File: src/rtl/trail_pkg.sv
// Shared definitions for the trail effect: frame-buffer geometry and scheduler states.
package trail_pkg;

  localparam int COLOR_DEPTH = 8;
  localparam int FB_DEPTH    = 76800;   // 320 x 240 history entries
  localparam int FB_ADDR_W   = 17;

  typedef enum logic [1:0] {
    RUN   = 2'd0,
    DRAIN = 2'd1,
    CLEAR = 2'd2
  } sched_state_t;

endpackage

File: src/rtl/rmw_scoreboard.sv
// In-flight tracker: a shift register of {valid, addr} covering every pixel
// from acceptance until its history write retires from the last stage.
module rmw_scoreboard #(
  parameter int N      = 6,
  parameter int ADDR_W = 17
) (
  input  logic              clk,
  input  logic              rst_n,
  input  logic              shift_valid,
  input  logic [ADDR_W-1:0] shift_addr,
  input  logic [ADDR_W-1:0] cmp_addr,
  output logic              match,
  output logic [N-1:0]      valid_vec,
  output logic [ADDR_W-1:0] head_addr,
  output logic              retire_valid,
  output logic [ADDR_W-1:0] retire_addr
);

  logic [N-1:0]      valid_reg;
  logic [ADDR_W-1:0] addr_reg [N];
  logic [N-2:0]      hit;

  // Advance every entry one stage per cycle; a new entry enters stage 0.
  always_ff @(posedge clk or negedge rst_n) begin
    if (!rst_n) begin
      valid_reg <= '0;
      for (int i = 0; i < N; i++) addr_reg[i] <= '0;
    end else begin
      valid_reg   <= {valid_reg[N-2:0], shift_valid};
      addr_reg[0] <= shift_addr;
      for (int i = 1; i < N; i++) addr_reg[i] <= addr_reg[i-1];
    end
  end

  // The last stage is writing this cycle, so its address is already safe to read
  // again next cycle; only stages 0..N-2 take part in the hazard compare.
  genvar gi;
  generate
    for (gi = 0; gi < N-1; gi++) begin : g_cmp
      assign hit[gi] = valid_reg[gi] && (addr_reg[gi] == cmp_addr);
    end
  endgenerate

  assign match        = |hit;
  assign valid_vec    = valid_reg;
  assign head_addr    = addr_reg[0];
  assign retire_valid = valid_reg[N-1];
  assign retire_addr  = addr_reg[N-1];

endmodule

File: src/rtl/trail_rmw_sched.sv
// Read-modify-write scheduler for the trail history buffer: reads the old value,
// hands it to the IIR with the camera pixel, and writes the result back while
// stalling any pixel whose address is still in flight.
module trail_rmw_sched #(
  parameter int COLOR_DEPTH = trail_pkg::COLOR_DEPTH,
  parameter int DEPTH       = trail_pkg::FB_DEPTH,
  parameter int ADDR_W      = trail_pkg::FB_ADDR_W,
  parameter int RD_LAT      = 2,
  parameter int IIR_LAT     = 2
) (
  input  logic                   clk_in,
  input  logic                   rst_in,
  input  logic                   cam_valid_in,
  output logic                   cam_ready_out,
  input  logic [ADDR_W-1:0]      cam_addr_in,
  input  logic [COLOR_DEPTH-1:0] cam_pxl_in,
  input  logic                   clear_in,
  output logic                   busy_out,
  output logic                   rd_en_out,
  output logic [ADDR_W-1:0]      rd_addr_out,
  input  logic [COLOR_DEPTH-1:0] rd_data_in,
  output logic                   iir_valid_out,
  output logic [COLOR_DEPTH-1:0] iir_hist_out,
  output logic [COLOR_DEPTH-1:0] iir_cam_out,
  input  logic                   iir_valid_in,
  input  logic [COLOR_DEPTH-1:0] iir_upd_in,
  output logic                   wr_en_out,
  output logic [ADDR_W-1:0]      wr_addr_out,
  output logic [COLOR_DEPTH-1:0] wr_data_out,
  output logic [15:0]            stall_cnt_out,
  output logic                   err_out
);

  import trail_pkg::*;

  localparam int N       = RD_LAT + IIR_LAT + 2;
  localparam int EXP_IDX = RD_LAT + IIR_LAT;     // stage whose result is due from the IIR
  localparam logic [ADDR_W:0]   DEPTH_W   = (ADDR_W+1)'(DEPTH);
  localparam logic [ADDR_W-1:0] LAST_ADDR = ADDR_W'(DEPTH - 1);

  logic rst_meta_reg, rst_sync_reg, rst_n_int;

  sched_state_t      state_reg, state_next;
  logic [ADDR_W-1:0] clr_cnt_reg, clr_cnt_next;

  logic              cam_ready, xfer, in_range, hazard, any_valid;
  logic [N-1:0]      valid_vec;
  logic [ADDR_W-1:0] head_addr, retire_addr;
  logic              retire_valid;

  logic [15:0]            stall_cnt_reg;
  logic                   err_reg;
  logic                   upd_ok_reg;
  logic [COLOR_DEPTH-1:0] upd_reg;
  logic [COLOR_DEPTH-1:0] pxl_pipe_reg [RD_LAT+1];

  // Reset asserts immediately but releases only on a clock edge.
  always_ff @(posedge clk_in or negedge rst_in) begin
    if (!rst_in) begin
      rst_meta_reg <= 1'b0;
      rst_sync_reg <= 1'b0;
    end else begin
      rst_meta_reg <= 1'b1;
      rst_sync_reg <= rst_meta_reg;
    end
  end
  assign rst_n_int = rst_sync_reg;

  // Out-of-range pixels complete the handshake but are never tracked.
  assign in_range = {1'b0, cam_addr_in} < DEPTH_W;
  assign xfer     = cam_valid_in & cam_ready;

  rmw_scoreboard #(
    .N      (N),
    .ADDR_W (ADDR_W)
  ) u_scoreboard (
    .clk          (clk_in),
    .rst_n        (rst_n_int),
    .shift_valid  (xfer & in_range),
    .shift_addr   (cam_addr_in),
    .cmp_addr     (cam_addr_in),
    .match        (hazard),
    .valid_vec    (valid_vec),
    .head_addr    (head_addr),
    .retire_valid (retire_valid),
    .retire_addr  (retire_addr)
  );

  assign any_valid = |valid_vec;

  // Scheduler state and clear-address register.
  always_ff @(posedge clk_in or negedge rst_n_int) begin
    if (!rst_n_int) begin
      state_reg   <= CLEAR;
      clr_cnt_reg <= '0;
    end else begin
      state_reg   <= state_next;
      clr_cnt_reg <= clr_cnt_next;
    end
  end

  // Next-state and handshake decode; the clear counter parks at the last address.
  always_comb begin
    state_next   = state_reg;
    clr_cnt_next = clr_cnt_reg;
    cam_ready    = 1'b0;
    unique case (state_reg)
      RUN: begin
        cam_ready = ~hazard;
        if (clear_in) state_next = DRAIN;
      end
      DRAIN: begin
        clr_cnt_next = '0;
        if (!any_valid) state_next = CLEAR;
      end
      CLEAR: begin
        if (clr_cnt_reg == LAST_ADDR) state_next = RUN;
        else clr_cnt_next = clr_cnt_reg + ADDR_W'(1);
      end
      default: state_next = CLEAR;
    endcase
  end

  // Stall counter, sticky slot error and the registered IIR result.
  always_ff @(posedge clk_in or negedge rst_n_int) begin
    if (!rst_n_int) begin
      stall_cnt_reg <= '0;
      err_reg       <= 1'b0;
      upd_ok_reg    <= 1'b0;
      upd_reg       <= '0;
    end else begin
      if (cam_valid_in && hazard && (stall_cnt_reg != 16'hFFFF))
        stall_cnt_reg <= stall_cnt_reg + 16'd1;
      if (iir_valid_in != valid_vec[EXP_IDX])
        err_reg <= 1'b1;
      upd_ok_reg <= iir_valid_in & valid_vec[EXP_IDX];
      if (iir_valid_in && valid_vec[EXP_IDX])
        upd_reg <= iir_upd_in;
    end
  end

  // Camera pixel delay line, aligned with the history read data.
  always_ff @(posedge clk_in or negedge rst_n_int) begin
    if (!rst_n_int) begin
      for (int i = 0; i <= RD_LAT; i++) pxl_pipe_reg[i] <= '0;
    end else begin
      pxl_pipe_reg[0] <= cam_pxl_in;
      for (int i = 1; i <= RD_LAT; i++) pxl_pipe_reg[i] <= pxl_pipe_reg[i-1];
    end
  end

  assign cam_ready_out = cam_ready;
  assign busy_out      = (state_reg != RUN);
  assign rd_en_out     = valid_vec[0] & (state_reg != CLEAR);
  assign rd_addr_out   = head_addr;
  assign iir_valid_out = valid_vec[RD_LAT] & (state_reg != CLEAR);
  assign iir_hist_out  = iir_valid_out ? rd_data_in : '0;
  assign iir_cam_out   = iir_valid_out ? pxl_pipe_reg[RD_LAT] : '0;
  assign stall_cnt_out = stall_cnt_reg;
  assign err_out       = err_reg;

  // Write port: zero-fill while clearing, otherwise the retiring update.
  always_comb begin
    wr_en_out   = 1'b0;
    wr_addr_out = '0;
    wr_data_out = '0;
    if (state_reg == CLEAR) begin
      wr_en_out   = rst_n_int;
      wr_addr_out = clr_cnt_reg;
    end else if (upd_ok_reg && retire_valid) begin
      wr_en_out   = 1'b1;
      wr_addr_out = retire_addr;
      wr_data_out = upd_reg;
    end
  end

endmodule

File: config.mk
export PLATFORM = sky130hd
export DESIGN_NAME = trail_rmw_sched
export DESIGN_NICKNAME = d
export VERILOG_FILES = /design/src/rtl/trail_pkg.sv /design/src/rtl/rmw_scoreboard.sv /design/src/rtl/trail_rmw_sched.sv
export SDC_FILE = /design/constraint.sdc
export NUM_CORES = 1
export LEC_CHECK = 0
export BUFFER_PORTS_ARGS = -buffer_cell sky130_fd_sc_hd__buf_2
export CORE_MARGIN = 4
export CORE_UTILIZATION = 44
export DETAILED_ROUTE_END_ITERATION = 8
export PLACE_DENSITY = 0.68
export SKIP_LAST_GASP = 1
export SLEW_MARGIN = 15
export SYNTH_ARGS = -nofsm -noshare
export SYNTH_HDL_FRONTEND = slang
export SYNTH_SLANG_ARGS = --single-unit
File: constraint.sdc
create_clock -name clk_in -period 5.56 [get_ports clk_in]
set_input_delay 0.556 -clock clk_in [delete_from_list [all_inputs] [get_ports clk_in]]
set_output_delay 0.556 -clock clk_in [all_outputs]
set_load 0.01 [all_outputs]
==> flow_summary.yaml <==
power_and_ir_drop:
  p_int_mw: 2.13
  swShare_pct: 22.4
  ir_worst_vdd_v: 0.000239
  seq_power_share_pct: 50.4
  p_switching_mw: 0.616
  combinationalPowerShare_pct: 4.9
  power_leakage_nw: 3.96
  power_density_nw_per_um2: 322
  power_mw: 2.75
  power_frac_clock_pct: 44.7
placement:
  gp_congestion: 0.882
  place.port_buffers: 125
  hpwlAfterDp_mm: 11.6
flow_run:
  maxCapViolations: 0
final_layout:
  drive_gt1_share_pct: 25.3
  final_common_cell: "dfrtp_1"
  n_fill_cell: 1425
  finalNetCount: 739
  syn_to_final_growth_pct: 16.7
  mostFrequentLayoutCells: "dfrtp_1 (177), buf_2 (125), xor2_1 (51), xnor2_1 (43), nand2_1 (30)"
  largest_reg_flops: 68
  n_antenna_cell: 0
floorplan:
  rows: 46
  die_w_um: 137
  initial_core_util_pct: 45.4
  fp.dieH_um: 137
  die_area_um2: 18800
  core-area_um2: 16100
  io_pins: 126
clock_network:
  cts_resized: 0
  cts_made_buffers: 17
  cts_tree: "yes"
  cts_root_buf: "clkbuf_16"
  cts_sinks: 179
  clk_pin_slew_ns: 0.06
  clockBufferDepth: 2
  h-tree-depth: 4
  insertion_delay_ns: 0.42
synth:
  synth_fp_nets: 646
  syn_area_um2: 7320
  avgSynthCellArea_um2: 12.3
  synth_edf_count: 0
  async_flop_share_pct: 100
  yosys_warnings: 0
  synthFlopType: "dfrtp_1"
  syn_inst: 597
  synth_cell_types: 51
  ys_ff_latch: 179
  seq_area_frac_synth_pct: 61.2
worst_setup_path:
  start_kind: "flip-flop"
  cp_top_family: "simple AND/OR/NAND/NOR gates"
  critPathMaxStageDelay_ns: 0.85
  ff2ff_path_depth: 7
  worst-path-stages: 5
  worstPathCellList: "nand2b_1 -> and3_1 -> nand2_1 -> o21ai_0 -> buf_2"
  crit_path_top_delay_cell: "and3_1"
  cp_max_fo: 26
  arrival_ns: 2.74
  cp-end-kind: "primary output"
  path_class: "flip-flop to primary output"
  path_buf_inv: 1
  worstPathRequired_ns: 5.00
timing:
  holdWs_ns: 0.239
  fin_setup_tns_ns: 0
  fmax_ghz: 0.303
  tightestPinTransition_ns: 0.888
  finClkSkew_ns: 0.00870
  rsz0062_at_grt: "no"
  drv_slew: 0
  finalSetupViolations: 0
  timing.final.crit_share_pct: 59.3
  slew_headroom_pct: 40.8
  final-hold-violation-count: 0
  min_period_ns: 3.30
worst_hold_path:
  hold_path.class: "primary input to flip-flop"
  holdPathStages: 1
routing:
  wire_per_inst_um: 17.3
  ant_nets: 0
  route.detailed.drc: 0
  vias: 4795
  finalWirelength_mm: 15.9
  drtIter0Drc: 241
  first_pass_iters: 4
  viasPerCell: 5.22
grt:
  grt_pass1_vias: 4880
  track_usage_pct: 17.7
  grt_pass1_wl_mm: 25.7
  antenna_found_initial: 0
  grt-ovfl-total: 0
  grt_max_degree: 148
run_status:
  outcome: "finished clean"
==> logic make-up after synthesis <==
family | Yosys count | share of synthesized area, %
flops | 179 | 61.2
simple gates | 174 | 12.8
xor+xnor | 94 | 11.2
compound gates | 77 | 7.93
buf+inv | 60 | 4.85
mux | 9 | 1.37
fa+ha+maj | 3 | 0.513
other cells | 1 | 0.0512
==> final cells by class <==
type / instances / area (um2) / share of cell area (%)
Clock buffer: 19 / 443 / 5.18
Clock inverter: 13 / 169 / 1.98
Inverter: 6 / 22.5 / 0.264
Multi-Input combinational cell: 358 / 2490 / 29.2
Sequential cell: 179 / 4480 / 52.5
Tap cell: 216 / 270 / 3.16
Timing Repair Buffer: 128 / 663 / 7.76
==> Yosys cell counts, drive strengths merged (3+ instances only) <==
cell | n | share of area, %
nor3 | 12 | 0.82
xnor2 | 43 | 5.1
o21ai | 19 | 1.3
nor2 | 20 | 1.1
nand2 | 30 | 1.5
dfrtp | 178 | 61
clkbuf | 14 | 0.72
buf | 40 | 3.8
nand3 | 21 | 1.4
or2 | 3 | 0.26
a21oi | 5 | 0.34
and2 | 12 | 1.0
mux2 | 8 | 1.2
o31a | 3 | 0.36
a31oi | 3 | 0.26
nand4 | 18 | 1.5
or3 | 3 | 0.26
or4 | 5 | 0.51
ha | 3 | 0.51
a22o | 16 | 1.9
and3 | 28 | 2.4
inv | 6 | 0.31
o31ai | 7 | 0.79
nor4 | 15 | 1.3
o22ai | 4 | 0.34
o41ai | 7 | 1.1
xor2 | 51 | 6.1
==> final timing paths <==
check                              startpoint                           to  slack (ns)
worst max-delay path             state_reg[0]              wr_addr_out[10]        2.26
worst max register to register   state_reg[1]              clr_cnt_reg[15]        2.70
worst min register to register      rst_n_int    u_scoreboard.addr_reg[57]        0.26
worst min-delay path            cam_pxl_in[2]             pxl_pipe_reg[18]        0.24
min in group asynchronous           rst_n_int    u_scoreboard.addr_reg[57]        0.26
max in group asynchronous           rst_n_int  u_scoreboard.retire_addr[7]        4.16
==> stage by stage <==
step           worst slack, ns  instance area (um2)  utilization (%)  std cells
3_3_place_gp              2.50                 7920             49.1        886
3_5_place_dp              2.42                 7920             49.1        886
4_1_cts                   2.25                 8540             53.0        919
5_1_grt                   2.03                 8550             53.0        919
6_report                  2.26                 8550             53.0        919
2_1_floorplan            0.184                 7320                -        597
==> layer usage <==
metal / GRT usage (%) / share of wire [%] / wire length [um] / up-vias
li1: - / - / - / 2261
met5: 0 / 0 / 0 / -
met3: 3.93 / 5.3 / 845 / 21
met4: 6.54 / 2.0 / 323 / 0
met1: 23.8 / 43 / 6900 / 2371
met2: 28.2 / 49 / 7830 / 142
==> repair_timing <==
| action | CTS | global route |
|---|---|---|
| setup buffers | 0 | 0 |
| hold buffers | 1 | 0 |
| endpoints found under the hold margin | 2 | 0 |
==> power by group through the flow <==
stage	sequential, mW	clock [mW]	combinational [mW]
floorplan	1.42	0	0.0877
global placement	1.41	0	0.133
detailed placement	1.41	0	0.136
CTS	1.39	1.26	0.138
global route	1.39	1.31	0.149
finish	1.39	1.23	0.134
(Power assumes the default switching activity.)
